`config.mk`:
```
export PLATFORM = sky130hd
export DESIGN_NAME = plic_target
export DESIGN_NICKNAME = d
export VERILOG_FILES = /design/src/rtl/plic_target.sv
export SDC_FILE = /design/constraint.sdc
export NUM_CORES = 1
export LEC_CHECK = 0
export CORE_UTILIZATION = 49
export CTS_CLUSTER_DIAMETER = 60
export CTS_CLUSTER_SIZE = 8
export DETAILED_ROUTE_END_ITERATION = 7
export PLACE_DENSITY = 0.76
export SETUP_SLACK_MARGIN = 0.3
export SLEW_MARGIN = 10
export SYNTH_ARGS = -nofsm -noshare
export SYNTH_HDL_FRONTEND = slang
export SYNTH_SLANG_ARGS = --single-unit
export TNS_END_PERCENT = 10
```
`constraint.sdc`:
```
create_clock -name clk -period 8 [get_ports clk]
set_clock_uncertainty 0.1 [all_clocks]
set_input_delay 0.8 -clock clk [delete_from_list [all_inputs] [get_ports clk]]
set_output_delay 0.8 -clock clk [all_outputs]
set_load 0.01 [all_outputs]
```
`src/rtl/plic_target.sv`:
```
// Single-target PLIC slice: priority arbiter, claim/complete FSM and completion pulses to gateways.
// Optional threshold register enabled by defining PLIC_TARGET_THRESHOLD_EN.
module plic_target #(
  parameter int unsigned NUM_SRC = 8,
  parameter int unsigned PRIO_W  = 3
) (
  input  logic               clk,
  input  logic               rst,
  input  logic [NUM_SRC-1:0] int_req,
  output logic [NUM_SRC-1:0] int_end,
  input  logic               cfg_we,
  input  logic [3:0]         cfg_addr,
  input  logic [7:0]         cfg_wdata,
  output logic               irq,
  input  logic               claim_req,
  output logic               claim_vld,
  output logic [2:0]         claim_id,
  input  logic               complete_req,
  input  logic [2:0]         complete_id
);

  typedef enum logic {StIdle, StClaimed} state_e;

  state_e             state_q, state_d;
  logic [2:0]         in_service_q, in_service_d;
  logic [2:0]         best_id_q, best_id_d;
  logic [PRIO_W-1:0]  best_prio;
  logic               irq_q;
  logic               claim_vld_q, claim_vld_d;
  logic [2:0]         claim_id_q, claim_id_d;
  logic [NUM_SRC-1:0] int_end_q, int_end_d;

  logic [PRIO_W-1:0]  prio_q [NUM_SRC-1:1];
  logic [NUM_SRC-1:0] enable_q;
  logic [PRIO_W-1:0]  threshold;

  // Source 0 is never a candidate, so its enable bit and request level are don't-cares.
  logic unused_bits;
  assign unused_bits = ^{cfg_wdata, int_req[0], enable_q[0]};

  always_ff @(posedge clk or posedge rst) begin
    if (rst) begin
      for (int i = 1; i < NUM_SRC; i++) begin
        prio_q[i] <= '0;
      end
      enable_q <= '0;
    end else if (cfg_we) begin
      for (int i = 1; i < NUM_SRC; i++) begin
        if (cfg_addr == 4'(i)) begin
          prio_q[i] <= cfg_wdata[PRIO_W-1:0];
        end
      end
      if (cfg_addr == 4'd8) begin
        enable_q <= cfg_wdata[NUM_SRC-1:0];
      end
    end
  end

`ifdef PLIC_TARGET_THRESHOLD_EN
  logic [PRIO_W-1:0] threshold_q;

  always_ff @(posedge clk or posedge rst) begin
    if (rst) begin
      threshold_q <= '0;
    end else if (cfg_we && (cfg_addr == 4'd0)) begin
      threshold_q <= cfg_wdata[PRIO_W-1:0];
    end
  end

  assign threshold = threshold_q;
`else
  assign threshold = '0;
`endif

  // Ascending scan with strict '>' keeps the lowest ID on priority ties.
  always_comb begin
    best_id_d = '0;
    best_prio = '0;
    for (int i = 1; i < NUM_SRC; i++) begin
      if (int_req[i] && enable_q[i] && (prio_q[i] > threshold) &&
          (in_service_q != 3'(i)) && ((best_id_d == '0) || (prio_q[i] > best_prio))) begin
        best_id_d = 3'(i);
        best_prio = prio_q[i];
      end
    end
  end

  always_comb begin
    state_d      = state_q;
    in_service_d = in_service_q;
    claim_vld_d  = 1'b0;
    claim_id_d   = '0;
    int_end_d    = '0;
    unique case (state_q)
      StIdle: begin
        if (claim_req) begin
          claim_vld_d = 1'b1;
          claim_id_d  = best_id_q;
          if (best_id_q != '0) begin
            state_d      = StClaimed;
            in_service_d = best_id_q;
          end
        end
      end
      StClaimed: begin
        // No nesting: a claim while busy always answers with ID 0.
        if (claim_req) begin
          claim_vld_d = 1'b1;
        end
        if (complete_req && (complete_id == in_service_q)) begin
          int_end_d    = NUM_SRC'(1) << in_service_q;
          state_d      = StIdle;
          in_service_d = '0;
        end
      end
      default: begin
        state_d      = StIdle;
        in_service_d = '0;
      end
    endcase
  end

  always_ff @(posedge clk or posedge rst) begin
    if (rst) begin
      state_q      <= StIdle;
      in_service_q <= '0;
      best_id_q    <= '0;
      irq_q        <= 1'b0;
      claim_vld_q  <= 1'b0;
      claim_id_q   <= '0;
      int_end_q    <= '0;
    end else begin
      state_q      <= state_d;
      in_service_q <= in_service_d;
      best_id_q    <= best_id_d;
      irq_q        <= (best_id_q != '0) && (state_q == StIdle);
      claim_vld_q  <= claim_vld_d;
      claim_id_q   <= claim_id_d;
      int_end_q    <= int_end_d;
    end
  end

  assign irq       = irq_q;
  assign claim_vld = claim_vld_q;
  assign claim_id  = claim_id_q;
  assign int_end   = int_end_q;

endmodule

```
-- After elaboration in Yosys (flattened, before gate mapping)
Index checks and enable logic that the tools add are counted.
- bitwise logic cells: 1
- reduce and logical (&&, ||, !) cells: 51
- $lt $le $gt $ge: 13
- mux-type cells: 26
- shift operators: 1
- equality and inequality tests: 19
- operators by type and width (operator ; number):
    3-bit two-way mux ; 17
    1-bit logical AND ; 29
    3-bit by 1-bit > comparator with 1-bit output (second input constant) ; 7
    3-bit > comparator ; 6
    3-bit logical NOT ; 6
    4-bit by 3-bit == test with 1-bit output (second input constant) ; 4
    8-bit two-way mux ; 2
    2-bit AND reduction ; 8
    3-bit inequality test (second input constant) ; 4
    4-bit by 2-bit == test with 1-bit output (second input constant) ; 2
    1-bit by 3-bit << shifter with 8-bit output (first input constant) ; 1
    1-bit logical OR ; 6
    3-bit by 2-bit inequality test with 1-bit output (second input constant) ; 2
    3-bit case mux with 2 select lines ; 1
    1-bit two-way mux ; 5
    4-bit by 1-bit == test with 1-bit output (second input constant) ; 1
    4-bit == test (second input constant) ; 1
    2-bit inequality test (second input constant) ; 2
    3-bit == test ; 1
    3-bit by 1-bit inequality test with 1-bit output (second input constant) ; 1
    3-bit AND reduction ; 1
    3-bit nonzero test ; 1
    2-bit by 1-bit inequality test with 1-bit output (second input constant) ; 1
    1-bit case mux with 2 select lines ; 1
    1-bit NOT ; 1
- bits of input ports: 28
- bits in registers: 49
- output and inout port bits: 13
- word-level logic and storage cells: 126

-- Depth between registers and ports, before layout
- depth in word-level cells: 28
- gate-level depth with buffers: 47
- gate-level depth less buffers: 46

-- Least setup slack after synthesis
Ideal clock, no wire load.
- kind: input-to-reg
- start: in int_req[1]
- end: reg best_id_q[2]
- path slack: -0.523 ns
- stages on the path: 41
- setup time: 0.071 ns
- buffers on the path: 0
- data required time: 7.829 ns
- data arrival time: 8.352 ns
- path through: o311a_1 -> and2_1 -> nand2_1 -> ha_1 -> a211o_1 -> a211o_1 -> a2bb2oi_2 -> o21a_1 -> ha_1 -> nor2b_1 -> o21ai_0 -> a32oi_1 -> o221ai_2 -> or2_2 -> nand2_1 -> ha_1 -> nor2b_1 -> o21a_1 -> (+5 left out) -> or2_2 -> o2111ai_1 -> o2bb2ai_4 -> a21o_2 -> o21ai_1 -> ha_1 -> nor2b_1 -> o21a_1 -> o21ai_0 -> a21boi_1 -> inv_1 -> mux2_1 -> ha_1 -> a21oi_1 -> a31oi_1 -> nor2_1 -> or4_1 -> nand4_1
- word-level cells in the longest chain between the ends: 28
- ends and longest elaborated chain (element ; line ; text):
    start: declaration ; 9 ; input logic [NUM_SRC-1:0] int_req,
    1-bit logical AND * (3 in series) ; 80 ; if (int_req[i] && enable_q[i] && (prio_q[i] > threshold) &&
    3-bit two-way mux or 1-bit two-way mux (tied branches) ; 80 ;
    3-bit > comparator or 3-bit logical NOT (tied branches) ; 81 ; (in_service_q != 3'(i)) && ((best_id_d == '0) || (prio_q[i] > best_prio))) begin
    1-bit logical OR ; 81 ;
    1-bit logical AND ; 81 ;
    3-bit two-way mux ; 80 ;
    3-bit > comparator or 3-bit logical NOT (tied branches) ; 81 ;
    1-bit logical OR ; 81 ;
    (+11 left out) ; -- ;
    1-bit logical OR ; 81 ;
    1-bit logical AND ; 81 ;
    3-bit two-way mux ; 80 ;
    3-bit > comparator or 3-bit logical NOT (tied branches) ; 81 ;
    1-bit logical OR ; 81 ;
    1-bit logical AND ; 81 ;
    3-bit two-way mux * ; 80 ;
    via best_id_d[2] ; 26 ; logic [2:0] best_id_q, best_id_d;
    end signal: assignment ; 135 ; best_id_q <= best_id_d;
    end: declaration ; 26 ;
The timed path passes the listed nets; every way through them passes the cells marked *.
A chain may end at the register's enable or synchronous reset.

-- Final worst setup path
- start: reg in_service_q[2]
- end: reg best_id_q[0]
- word-level cells in the longest chain between the ends: 27
- ends and longest elaborated chain (element ; line ; text):
    start: declaration ; 25 ; logic [2:0] in_service_q, in_service_d;
    start signal: assignment ; 134 ; in_service_q <= in_service_d;
    3-bit by 1-bit inequality test with 1-bit output ; 81 ;
    1-bit logical AND ; 80 ;
    3-bit two-way mux or 1-bit two-way mux (tied branches) ; 80 ;
    3-bit > comparator or 3-bit logical NOT (tied branches) ; 81 ;
    1-bit logical OR ; 81 ;
    1-bit logical AND ; 81 ;
    3-bit two-way mux ; 80 ;
    3-bit > comparator or 3-bit logical NOT (tied branches) ; 81 ;
    (+12 left out) ; -- ;
    1-bit logical OR ; 81 ;
    1-bit logical AND ; 81 ;
    3-bit two-way mux ; 80 ;
    3-bit > comparator or 3-bit logical NOT (tied branches) ; 81 ;
    1-bit logical OR ; 81 ;
    1-bit logical AND ; 81 ;
    3-bit two-way mux * ; 80 ;
    via best_id_d[0] ; 26 ;
Marks and branches as above.

==> results.cfg <==
[cells_and_area]
layout-drive-gt1-share = 0.354
area_growth_syn_to_layout_pct = 43.8
fin_nets = 402
fin_area_mm2 = 0.00401
insertedDiodeCount = 0
final_cells = 431

[sta]
post-route-min-period_ns = 8.55
slew_viol_final = 0
setup_violations = 3
worst_pin_slew_ns = 0.973
hold_viol = 0
relSlewSlack = 0.351
holdWs_ns = 0.419
period_share = 1.07
clock.fmax_ghz = 0.117
rsz0062_at_grt = true
setup_ws_ns = -0.546

[synthesis]
syn_area_mm2 = 0.00279
syn_nets = 312
yosysWarnings = 0
ys_seq_elements = 48
postSynthCellCount = 268
avgSynthCellArea_um2 = 10.4
synth-edff-count = 0
synth-main-ff-cell = dfrtp_1
synthArstFlopShare = 1.00
yosysSeqAreaShare = 0.431
synth_cell_types = 60

[routing]
drt-total-wl_mm = 7.70
vias = 2530
vias_per_cell = 5.87
drt-initial-drc-count = 126
drc = 0
antenna_left = 0
avgRoutedWirePerCell_um = 17.9
dr.pass1.iters = 4

[placed_design]
port-buffer-count = 39
dpl.hpwl_mm = 5.26
gp_congestion = 0.901
dpl.cell_count = 410
post_dp_cell_area_mm2 = 0.00358
post-place-ws_ns = -1.03

[pwr]
p_comb_frac = 0.555
netSwitchingPower_mw = 0.459
internal_power_mw = 0.746
fin_total_pwr_mw = 1.21
clkPwrFrac = 0.157
ir_worst_vdd_mv = 0.134
swShare = 0.381
sequentialPowerShare = 0.288
leakagePower_nw = 1.73
powerDensity_mw_per_mm2 = 301

[die]
core_area_mm2 = 0.00551
fp.dieW_um = 77.4
fp-row-count = 27
ioPinCount = 41
die_y_um = 77.4
initial_core_util = 0.506
die_area_mm2 = 0.00599

[global_routing]
antenna_found_initial = 0
gr-total-overflow = 0
grt_first_pass_wirelength_mm = 12.0
grt_pass1_vias = 2517
grt_max_degree = 49
grt_usage = 0.258

[setup_path]
cp.arrival_ns = 8.67
slowest_stage = or4_1
startpoint_type = flop
cp-end-kind = flop
worst_ep_required_time_ns = 8.12
slowest_delay_ns = 0.52
crit_type = flop to flop
crit_fanout = 6

[status]
violations = negative setup slack
status = finished, violations left

[clock_tree]
ctsHoldBuffers = 0
clk_pin_slew_worst_paths_ns = 0.08
clkLatencyLatePin_ns = 0.30
cts_tree = yes
ctsHtreeMaxLevel = 2
clockRootBuffer = clkbuf_8
cts_buffers = 5
cts.sinks = 48
cts.path.max_buffers = 2

[hold_path]
hold_class = flop to flop

[job]
drv_cap = 0
[state kept, by name (all words and copies together), names as in the netlist]
signal,count
claim_id,3
irq,1
best_id_q,3
prio_q,21
enable_q,7
state_q,1
int_end,8
claim_vld,1
in_service_q,3
[layer usage]
layer,vias up,routed length (µm),track usage,part of all wire
li1,1171,-,-,-
met1,1221,3170,0.307,0.41
met2,113,3850,0.450,0.50
met3,25,406,0.0424,0.053
met4,0,271,0.125,0.035
met5,-,0,0,0
[worst max-delay path, delay by kind of cell (launching register included)]
family / cells / cell delay, ns
and+or+nand+nor: 14 / 2.58
buffers and inverters: 1 / 0.16
DFF: 1 / 0.40
adders and majority gates: 6 / 1.51
AOI/OAI and AO/OA: 22 / 3.73
[power by group through the flow]
stage,registers [mW],clock network [mW],logic [mW]
after floorplan,0.341,0,0.345
after global placement,0.342,0,0.500
after detailed placement,0.346,0,0.518
after CTS,0.343,0.191,0.581
after global routing,0.352,0.204,0.722
final,0.347,0.190,0.669
[cell type report]
class | count | area, µm²
Inverter | 16 | 60.1
Multi-Input combinational cell | 201 | 1790
Tap cell | 72 | 90.1
Fill cell | 366 | 1500
Clock buffer | 7 | 96.3
Clock inverter | 1 | 30.0
Timing Repair Buffer | 86 | 742
Sequential cell | 48 | 1200
[cell usage after synthesis (2+ instances only)]
library cell,n,area (µm²)
nand2_1,23,86.3
nor2b_1,5,31.3
xnor2_1,3,26.3
a31oi_1,8,50.1
o21ai_0,13,65.1
buf_4,2,15.0
nand2b_1,2,12.5
inv_1,16,60.1
o211ai_1,4,30.0
o21ai_1,2,10.0
o22ai_1,2,12.5
nor3b_1,3,22.5
a21oi_1,6,30.0
nand4_1,2,12.5
nor4_1,3,18.8
dfrtp_1,48,1200
and3_1,2,12.5
a22o_1,2,17.5
nor2_1,23,86.3
nand3_1,2,10.0
mux2_2,22,248
or2_2,2,12.5
o21a_1,3,22.5
nor3_1,6,30.0
a21o_1,4,30.0
o311a_1,3,30.0
a211o_1,2,17.5
and2_1,5,31.3
ha_1,16,200
nand3b_1,3,22.5
a22oi_1,2,15.0
[cell usage in the layout (no fill, tap or decap), drive strengths merged, types with 3 or more instances in the layout]
cell type / Yosys / final
dfrtp: 48 / 48
buf: 3 / 48
clkdlybuf4s50: 0 / 38
nand2: 24 / 24
mux2: 23 / 23
nor2: 23 / 23
inv: 16 / 16
ha: 16 / 16
o21ai: 15 / 15
a31oi: 8 / 8
clkbuf: 0 / 7
nor3: 6 / 6
a21oi: 6 / 6
nor2b: 5 / 5
a21o: 5 / 5
and2: 5 / 5
o211ai: 4 / 4
o311a: 4 / 4
nand3b: 3 / 3
nor3b: 3 / 3
o21a: 3 / 3
nor4: 3 / 3
xnor2: 3 / 3
or2: 3 / 3
o311ai: 3 / 3
[stage by stage]
step,TNS [ns],util
finish,-1.53,0.728
global route,-2.59,0.728
CTS,-0.678,0.706
detailed placement,-3.10,0.650
global placement,-2.44,0.650
floorplan,-0.314,-
[repair_timing]
item                                    CTS  global route
pin swaps                                34            34
resized for setup                        23            14
endpoints found under the setup margin    3             3
buffers inserted                          8             5
[final timing paths]
| kind | slack [ns] | from | depth (start not counted) | end |
|---|---|---|---|---|
| min | 0.42 | enable_q[4]$_DFFE_PP0P_ | 1 | enable_q[4]$_DFFE_PP0P_ |
| min in group asynchronous | 0.94 | rst | 2 | state_q$_DFF_PP0_ |
| max reg2reg | -0.55 | in_service_q[2]$_DFFE_PP0P_ | 43 | best_id_q[0]$_DFF_PP0_ |
| min reg2reg | 0.42 | enable_q[4]$_DFFE_PP0P_ | 1 | enable_q[4]$_DFFE_PP0P_ |
| max | -0.55 | in_service_q[2]$_DFFE_PP0P_ | 43 | best_id_q[0]$_DFF_PP0_ |
| max in group asynchronous | 6.26 | rst | 2 | prio_q[0]$_DFFE_PP0P_ |
[kinds of logic after synthesis]
family | Yosys count | share of synthesized area
AND/OR/NAND/NOR | 88 | 0.158
AO/OA/AOI/OAI | 71 | 0.208
flip-flops | 48 | 0.431
multiplexers | 23 | 0.0930
buffers and inverters | 19 | 0.0287
adder cells (fa/ha/maj) | 16 | 0.0719
XOR/XNOR | 3 | 0.00944
Note: power is estimated with default switching activity, not from simulation.
